==> config.mk <==
export PLATFORM = sky130hd
export DESIGN_NAME = rf_write_arbiter
export DESIGN_NICKNAME = d
export VERILOG_FILES = /design/src/rtl/rf_write_arbiter.sv
export SDC_FILE = /design/constraint.sdc
export NUM_CORES = 1
export LEC_CHECK = 0
export ABC_AREA = 0
export CORE_MARGIN = 4
export CORE_UTILIZATION = 35
export DETAILED_ROUTE_END_ITERATION = 8
export PLACE_DENSITY = 0.72
export SLEW_MARGIN = 20
export SYNTH_ARGS = -nofsm -noshare
export SYNTH_HDL_FRONTEND = slang
export SYNTH_SLANG_ARGS = --single-unit
==> constraint.sdc <==
create_clock -name clk -period 7.45 [get_ports clk]
set_input_delay 0.745 -clock clk [delete_from_list [all_inputs] [get_ports clk]]
set_output_delay 0.745 -clock clk [all_outputs]
set_load 0.02 [all_outputs]
==> src/rtl/rf_write_arbiter.sv <==
// Register-file write-port arbiter: WB writes win, multi-cycle results bypass or queue in a small FIFO.
// Optional saturating stall/kill counters are built when RF_ARB_STATS_EN is defined.
module rf_write_arbiter #(
  parameter int DEPTH = 2,
  parameter int WIDTH = 32
) (
  input  logic             clk,
  input  logic             reset,
  input  logic             wb_we,
  input  logic [4:0]       wb_rd,
  input  logic [WIDTH-1:0] wb_data,
  input  logic             mc_valid,
  input  logic [4:0]       mc_rd,
  input  logic [WIDTH-1:0] mc_data,
  output logic             mc_ready,
  output logic             rf_we,
  output logic [4:0]       rf_waddr,
  output logic [WIDTH-1:0] rf_wdata,
  output logic [31:0]      pend_mask,
  output logic             busy
`ifdef RF_ARB_STATS_EN
  ,
  output logic [15:0]      stall_cnt,
  output logic [15:0]      kill_cnt
`endif
);

  localparam int PW = $clog2(DEPTH);
  localparam int CW = PW + 1;
  localparam logic [CW-1:0] FULL_CNT = CW'(DEPTH);

  logic [4:0]       r_rd   [DEPTH];
  logic [WIDTH-1:0] r_data [DEPTH];
  logic [DEPTH-1:0] r_vld;
  logic [PW-1:0]    r_rptr;
  logic [PW-1:0]    r_wptr;
  logic [CW-1:0]    r_count;

  logic             w_wb_hit;
  logic             w_empty;
  logic             w_full;
  logic             w_bypass;
  logic             w_pop;
  logic             w_push;
  logic [DEPTH-1:0] w_kill;
  logic [31:0]      w_slot_mask [DEPTH];
  logic [31:0]      w_pend;

  assign w_wb_hit = wb_we && (wb_rd != 5'd0);
  assign w_empty  = (r_count == '0);
  assign w_full   = (r_count == FULL_CNT);
  assign w_bypass = !w_wb_hit && w_empty && mc_valid && (mc_rd != 5'd0);
  assign mc_ready = !reset && !w_full;
  assign w_push   = mc_valid && mc_ready && (mc_rd != 5'd0) && !w_bypass;
  // Dead (WAW-killed) heads are popped too, just without a port write.
  assign w_pop    = !w_wb_hit && !w_empty;

  for (genvar gi = 0; gi < DEPTH; gi++) begin : g_slot
    assign w_kill[gi]      = w_wb_hit && r_vld[gi] && (r_rd[gi] == wb_rd);
    assign w_slot_mask[gi] = r_vld[gi] ? (32'd1 << r_rd[gi]) : 32'd0;
  end

  always_comb begin
    w_pend = '0;
    for (int i = 0; i < DEPTH; i++) begin
      w_pend = w_pend | w_slot_mask[i];
    end
  end

  assign pend_mask = reset ? 32'd0 : w_pend;
  assign busy      = !reset && (|r_vld);

  always_comb begin
    rf_we    = 1'b0;
    rf_waddr = '0;
    rf_wdata = '0;
    if (!reset) begin
      if (w_wb_hit) begin
        rf_we    = 1'b1;
        rf_waddr = wb_rd;
        rf_wdata = wb_data;
      end else if (!w_empty) begin
        if (r_vld[r_rptr]) begin
          rf_we    = 1'b1;
          rf_waddr = r_rd[r_rptr];
          rf_wdata = r_data[r_rptr];
        end
      end else if (w_bypass) begin
        rf_we    = 1'b1;
        rf_waddr = mc_rd;
        rf_wdata = mc_data;
      end
    end
  end

  // Payload needs no reset: it is only ever observed through a set valid bit.
  always_ff @(posedge clk) begin
    if (w_push) begin
      r_rd[r_wptr]   <= mc_rd;
      r_data[r_wptr] <= mc_data;
    end
  end

  always_ff @(posedge clk or posedge reset) begin
    if (reset) begin
      r_vld   <= '0;
      r_rptr  <= '0;
      r_wptr  <= '0;
      r_count <= '0;
    end else begin
      for (int i = 0; i < DEPTH; i++) begin
        if (w_kill[i]) r_vld[i] <= 1'b0;
      end
      if (w_pop) begin
        r_vld[r_rptr] <= 1'b0;
        r_rptr        <= r_rptr + 1'b1;
      end
      // Pushed after the kill so a same-cycle WB to the same rd leaves it valid.
      if (w_push) begin
        r_vld[r_wptr] <= 1'b1;
        r_wptr        <= r_wptr + 1'b1;
      end
      case ({w_push, w_pop})
        2'b10:   r_count <= r_count + 1'b1;
        2'b01:   r_count <= r_count - 1'b1;
        default: r_count <= r_count;
      endcase
    end
  end

`ifdef RF_ARB_STATS_EN
  logic [15:0] r_stall_cnt;
  logic [15:0] r_kill_cnt;
  logic [16:0] w_kill_sum;

  always_comb begin
    w_kill_sum = {1'b0, r_kill_cnt};
    for (int i = 0; i < DEPTH; i++) begin
      w_kill_sum = w_kill_sum + {16'd0, w_kill[i]};
    end
  end

  always_ff @(posedge clk or posedge reset) begin
    if (reset) begin
      r_stall_cnt <= '0;
      r_kill_cnt  <= '0;
    end else begin
      if (mc_valid && !mc_ready && (r_stall_cnt != 16'hFFFF)) r_stall_cnt <= r_stall_cnt + 16'd1;
      r_kill_cnt <= w_kill_sum[16] ? 16'hFFFF : w_kill_sum[15:0];
    end
  end

  assign stall_cnt = r_stall_cnt;
  assign kill_cnt  = r_kill_cnt;
`endif

endmodule

## After elaboration in Yosys (flattened, before gate mapping)

Memories as Yosys holds them, arrays and structs flattened.
Cells that the tools add are included.

| word-level totals | value |
|---|---|
| output and inout bits | 72 |
| RAM bits | 74 |
| memories kept | 2 |
| flip-flop bits (word level) | 6 |

| operators by class | value |
|---|---|
| reductions and logical operators | 26 |
| bitwise logic cells | 4 |
| add/subtract/negate cells | 4 |
| muxes and demuxes | 31 |
| order comparisons | 4 |
| shift operators | 2 |
| eq/ne operators | 5 |

Memory list:

| name | words | width | rd ports | clocked after memory_dff | write ports | line | RTL |
|---|---|---|---|---|---|---|---|
| r_data | 2 | 32 | 1 | 0 | 1 | 33 | `logic [WIDTH-1:0] r_data [DEPTH];` |
| r_rd | 2 | 5 | 3 | 0 | 1 | 32 | `logic [4:0] r_rd [DEPTH];` |

Operators by type and width:

| operator | count |
|---|---|
| two-way mux 32 bit | 8 |
| << shifter 1 x 5 -> 32 bit (first input constant) | 2 |
| OR 32 bit | 1 |
| two-way mux 5 bit | 5 |
| logical AND 1 bit | 16 |
| two-way mux 1 bit | 13 |
| equality test 5 bit | 2 |
| nonzero test 5 bit | 2 |
| logical NOT 1 bit | 5 |
| equality test 2 bit (second input constant) | 2 |
| < comparator 1 x 2 -> 1 bit (second input constant) | 2 |
| two-way mux 2 bit | 2 |
| one-hot mux 2 bit (2 select lines) | 1 |
| adder 1 bit (second input constant) | 2 |
| adder 2 x 1 -> 2 bit (second input constant) | 1 |
| AND 2 bit | 1 |
| demux 1 bit (select 1 bit) | 2 |
| equality test 2 x 1 -> 1 bit (second input constant) | 1 |
| greater-or-equal comparator 1 bit (second input constant) | 2 |
| logical NOT 2 bit | 1 |
| NOT 2 bit | 1 |
| OR 2 bit | 1 |
| nonzero test 2 bit | 1 |
| OR reduction 2 bit | 1 |
| subtractor 2 x 1 -> 2 bit (second input constant) | 1 |

## Logic depth before layout (Yosys ltp)

| depth | value |
|---|---|
| word-level depth | 10 |
| gate-level depth with buffers | 9 |
| mapped depth without buffers | 8 |

## Least setup slack after synthesis

No wires, ideal clock.

| path | value |
|---|---|
| path kind | in2reg |
| start | input port reset |
| end | memory r_data[0][0], enable pin |
| required time | 6,960 ps |
| setup slack | 2,983 ps |
| path buffers | 1 |
| arrival | 3,977 ps |
| cell stages on the path | 4 |
| cell sequence | clkbuf_1 inv_1 o211ai_1 a211oi_1 |

| on the way | value |
|---|---|
| longest elaborated chain between the ends | 7 |

RTL lines:

| element | line | RTL |
|---|---|---|
| from (decl) | 8 | `input logic reset,` |
| logical NOT 1 bit (no line) | - |  |
| logical AND 1 bit | 53 | `assign mc_ready = !reset && !w_full;` |
| logical AND 1 bit (3 in series) | 54 | `assign w_push = mc_valid && mc_ready && (mc_rd != 5'd0) && !w_bypass;` |
| two-way mux 1 bit | 98 | `if (w_push) begin` |
| two-way mux 1 bit (implied by the code) | 100 | `r_data[r_wptr] <= mc_data;` |
| to (decl) | 33 |  |

Every way passes these cells.

## Worst setup path in the final report

| path | value |
|---|---|
| start | input port wb_rd[0] |
| end | output port rf_waddr[3] |

| on the way | value |
|---|---|
| longest elaborated chain between the ends | 10 |

RTL lines:

| element | line | RTL |
|---|---|---|
| from (decl) | 10 | `input logic [4:0] wb_rd,` |
| nonzero test 5 bit * | 49 | `assign w_wb_hit = wb_we && (wb_rd != 5'd0);` |
| logical AND 1 bit * | 49 |  |
| logical NOT 1 bit | 52 | `assign w_bypass = !w_wb_hit && w_empty && mc_valid && (mc_rd != 5'd0);` |
| logical AND 1 bit (3 in series) | 52 |  |
| two-way mux 5 bit | 88 | `end else if (w_bypass) begin` |
| two-way mux 5 bit | 82 | `end else if (!w_empty) begin` |
| two-way mux 5 bit * | 78 | `if (w_wb_hit) begin` |
| two-way mux 5 bit * | 77 | `if (!reset) begin` |
| to (decl) | 17 | `output logic [4:0] rf_waddr,` |

Mark *: on every way between the ends. The rest lies on a longest branch, timed or not.

==> impl_metrics.toml <==
[final_layout]
layout_common_cells = "149 x clkdlybuf4s50_1, 77 x nor2_1, 74 x edfxtp_1"
mostFrequentLayoutCell = "clkdlybuf4s50_1"
finalInstanceArea_mm2 = 0.00672
nFillCells = 1215
antenna_cells = 0
drive_gt1_frac = 0.171
final_nets = 634
synthToLayoutAreaGrowth_pct = 40.0
fin_cells = 736

[clock_network]
hold_buffers = 0
post_cts.repair.setup_buffers = 0
clk_path_buf_depth = 2
clk_pin_slew_ns = 0.05
clockRootBuffer = "clkbuf_16"
clkLatencyLatePin_ns = 0.32
post_cts_resize_count = 0
cts_tree = "yes"
cts_num_sinks = 80
cts_buffers = 9
cts.htree.levels = 3

[synth]
syn_nets = 507
yosysSeqAreaShare = 0.494
synth_edf_count = 74
synth_area_per_cell_um2 = 11.2
ys_warn_count = 0
netlist_instances = 428
ys.flop_type = "edfxtp_1"
syn_area_mm2 = 0.00480
async_reset_ff_frac = 0.0750
synth_cell_types = 49
ys_ff_latch = 80

[setup_path]
cp_max_fo = 33
path_buf_inv = 3
rrSetupSlack_ns = 5.10
startpoint = "wb_rd[0]"
cpPeakStageDelay_ns = 0.64
r2r_end = "r_data[0][27]"
endpoint = "rf_waddr[3]"
crit_required_ns = 6.70
path_class = "primary input to output pin"
arrival_ns = 3.54
r2r-start = "r_count[1]"
cpMostUsedCell = "clkdlybuf4s50_1"
path_depth = 7
cp_cell_sequence = "clkdlybuf4s50_1 -> or3_4 -> o31ai_4 -> buf_4 -> o21ai_0 -> a21oi_1 -> clkdlybuf4s50_1"
cpMaxStageDelayCell = "clkdlybuf4s50_1"
critPathLaunchType = "primary input"
endpoint_kind = "output pin"
ff2ff_path_depth = 4
crit_family = "buffers and inverters"

[sta]
period_needed_ns = 4.29
max_freq_mhz = 233
maxSlewViolCount = 0
max-slew-margin-rel = 0.355
final.setup.tns_ns = 0
setup_viol = 0
hold_violations = 0
finClkSkew_ns = 0.0115
tightest_slew_ns = 0.964
rsz0062_at_grt = "false"
timing.hold.ws_ns = 0.546
post-route-period-util = 0.575

[global_route]
grt_first_pass_wirelength_um = 21100
grt_pass1_vias = 4010
track_usage = 0.166
grt_overflow_total = 0
antenna_found_initial = 0
grt_max_degree = 45

[power]
netSwitchingPower_mw = 0.579
p_int_mw = 1.19
pwr-share-clk = 0.279
pwr-share-seq = 0.364
peakVddDrop_mv = 0.184
p_sw_frac = 0.327
power.density_mw_per_mm2 = 264
combPwrFrac = 0.357
leakage_nw = 2.18

[drt]
routed_wl_um = 13600
remaining_drc_errors = 0
drt_iter0_drc = 273
avgViaCountPerCell = 5.48
drtAntennaViolNets = 0
avgRoutedWirePerCell_um = 18.5
dr.pass1.iters = 5
dr_total_vias = 4031

[floorplan]
die_area_mm2 = 0.0156
rows = 42
die_y_um = 125
dieWidth_um = 125
core_area_mm2 = 0.0133
initial_utilization = 0.359
ios = 150

[placement]
io_buffer_count = 149
dpl_cell_area_mm2 = 0.00638
gp_congestion = 0.916
placed_cells = 720
dpl.hpwl_um = 9610

[worst_hold_path]
hold_class = "flop to flop"

[job]
drv_cap = 0

[run_status]
status = "complete, no violations"
metrics by stage:
step / setup slack [ns] / power, mW / util
detailed placement: 3.04 / 1.29 / 0.478
global placement: 3.13 / 1.28 / 0.478
global route: 2.97 / 1.85 / 0.503
CTS: 3.11 / 1.78 / 0.503
finish: 3.16 / 1.77 / 0.503
floorplan: 2.98 / 1.07 / -
metal layers:
layer	share of wire	up-vias	global-route usage	wire, um
met5	0	-	0	0
met4	0.015	0	0.0453	208
met3	0.066	16	0.0448	903
met2	0.48	183	0.270	6500
met1	0.44	1933	0.221	6020
li1	-	1899	-	-
cell type report:
type	instances	area [um^2]	area share
tap	176	220	0.0328
timing repair buffer	154	1530	0.228
multi-input combinational	306	2240	0.333
inverter	4	15.0	0.00224
clock buffer	13	250	0.0373
clock inverter	3	90.1	0.0134
sequential	80	2370	0.353
sequential cells by signal, summed over array words and instances (netlist names):
register and count:
r_vld 2, r_wptr 1, r_rptr 1, r_rd 10
r_count 2, r_data 64
power groups by stage:
stage	logic, mW	clock network [mW]	registers [mW]
after floorplan	0.478	0	0.591
after global placement	0.628	0	0.651
after detailed placement	0.634	0	0.653
after CTS	0.637	0.502	0.644
after global routing	0.678	0.523	0.654
final	0.632	0.493	0.645
cell families (layout without fill, tap and decap cells):
group,Yosys count,after routing,synth area share
mux,38,38,0.0889
compound gates,123,123,0.221
simple gates,130,130,0.124
xor+xnor,14,14,0.0256
buf+inv,42,174,0.0438
flops,80,80,0.494
fa+ha+maj,1,1,0.00261
Yosys cell counts, types with 2 or more instances:
| cell | number | area share |
|---|---|---|
| nor2_1 | 78 | 0.061 |
| edfxtp_1 | 74 | 0.46 |
| mux2_2 | 37 | 0.087 |
| o21ai_0 | 36 | 0.038 |
| a221oi_2 | 29 | 0.091 |
| clkbuf_1 | 25 | 0.020 |
| a22oi_1 | 17 | 0.027 |
| a21oi_1 | 14 | 0.015 |
| nand3_1 | 10 | 0.010 |
| a32oi_1 | 9 | 0.016 |
| nor2b_1 | 9 | 0.012 |
| nor3_1 | 9 | 0.0094 |
| xnor2_1 | 8 | 0.015 |
| nand2_1 | 7 | 0.0055 |
| buf_6 | 6 | 0.014 |
| dfrtp_1 | 6 | 0.031 |
| xor2_1 | 6 | 0.011 |
| buf_2 | 5 | 0.0052 |
| nand2b_1 | 5 | 0.0065 |
| inv_1 | 4 | 0.0031 |
| a221oi_1 | 3 | 0.0055 |
| nand4_1 | 2 | 0.0026 |
| nor3b_1 | 2 | 0.0031 |
| o21ai_1 | 2 | 0.0021 |
how the worst min path moves through the flow:
stage                          start          to  slack [ns]  cells past startpoint
after floorplan               r_wptr      r_wptr        0.48                      1
after global placement    r_count[0]  r_count[0]        0.52                      1
after detailed placement  r_count[0]  r_count[0]        0.54                      1
after CTS                 r_count[0]  r_count[0]        0.54                      1
after global routing      r_count[0]  r_count[0]        0.58                      1
final                     r_count[0]  r_count[0]        0.55                      1
(Power assumes the default switching activity.)
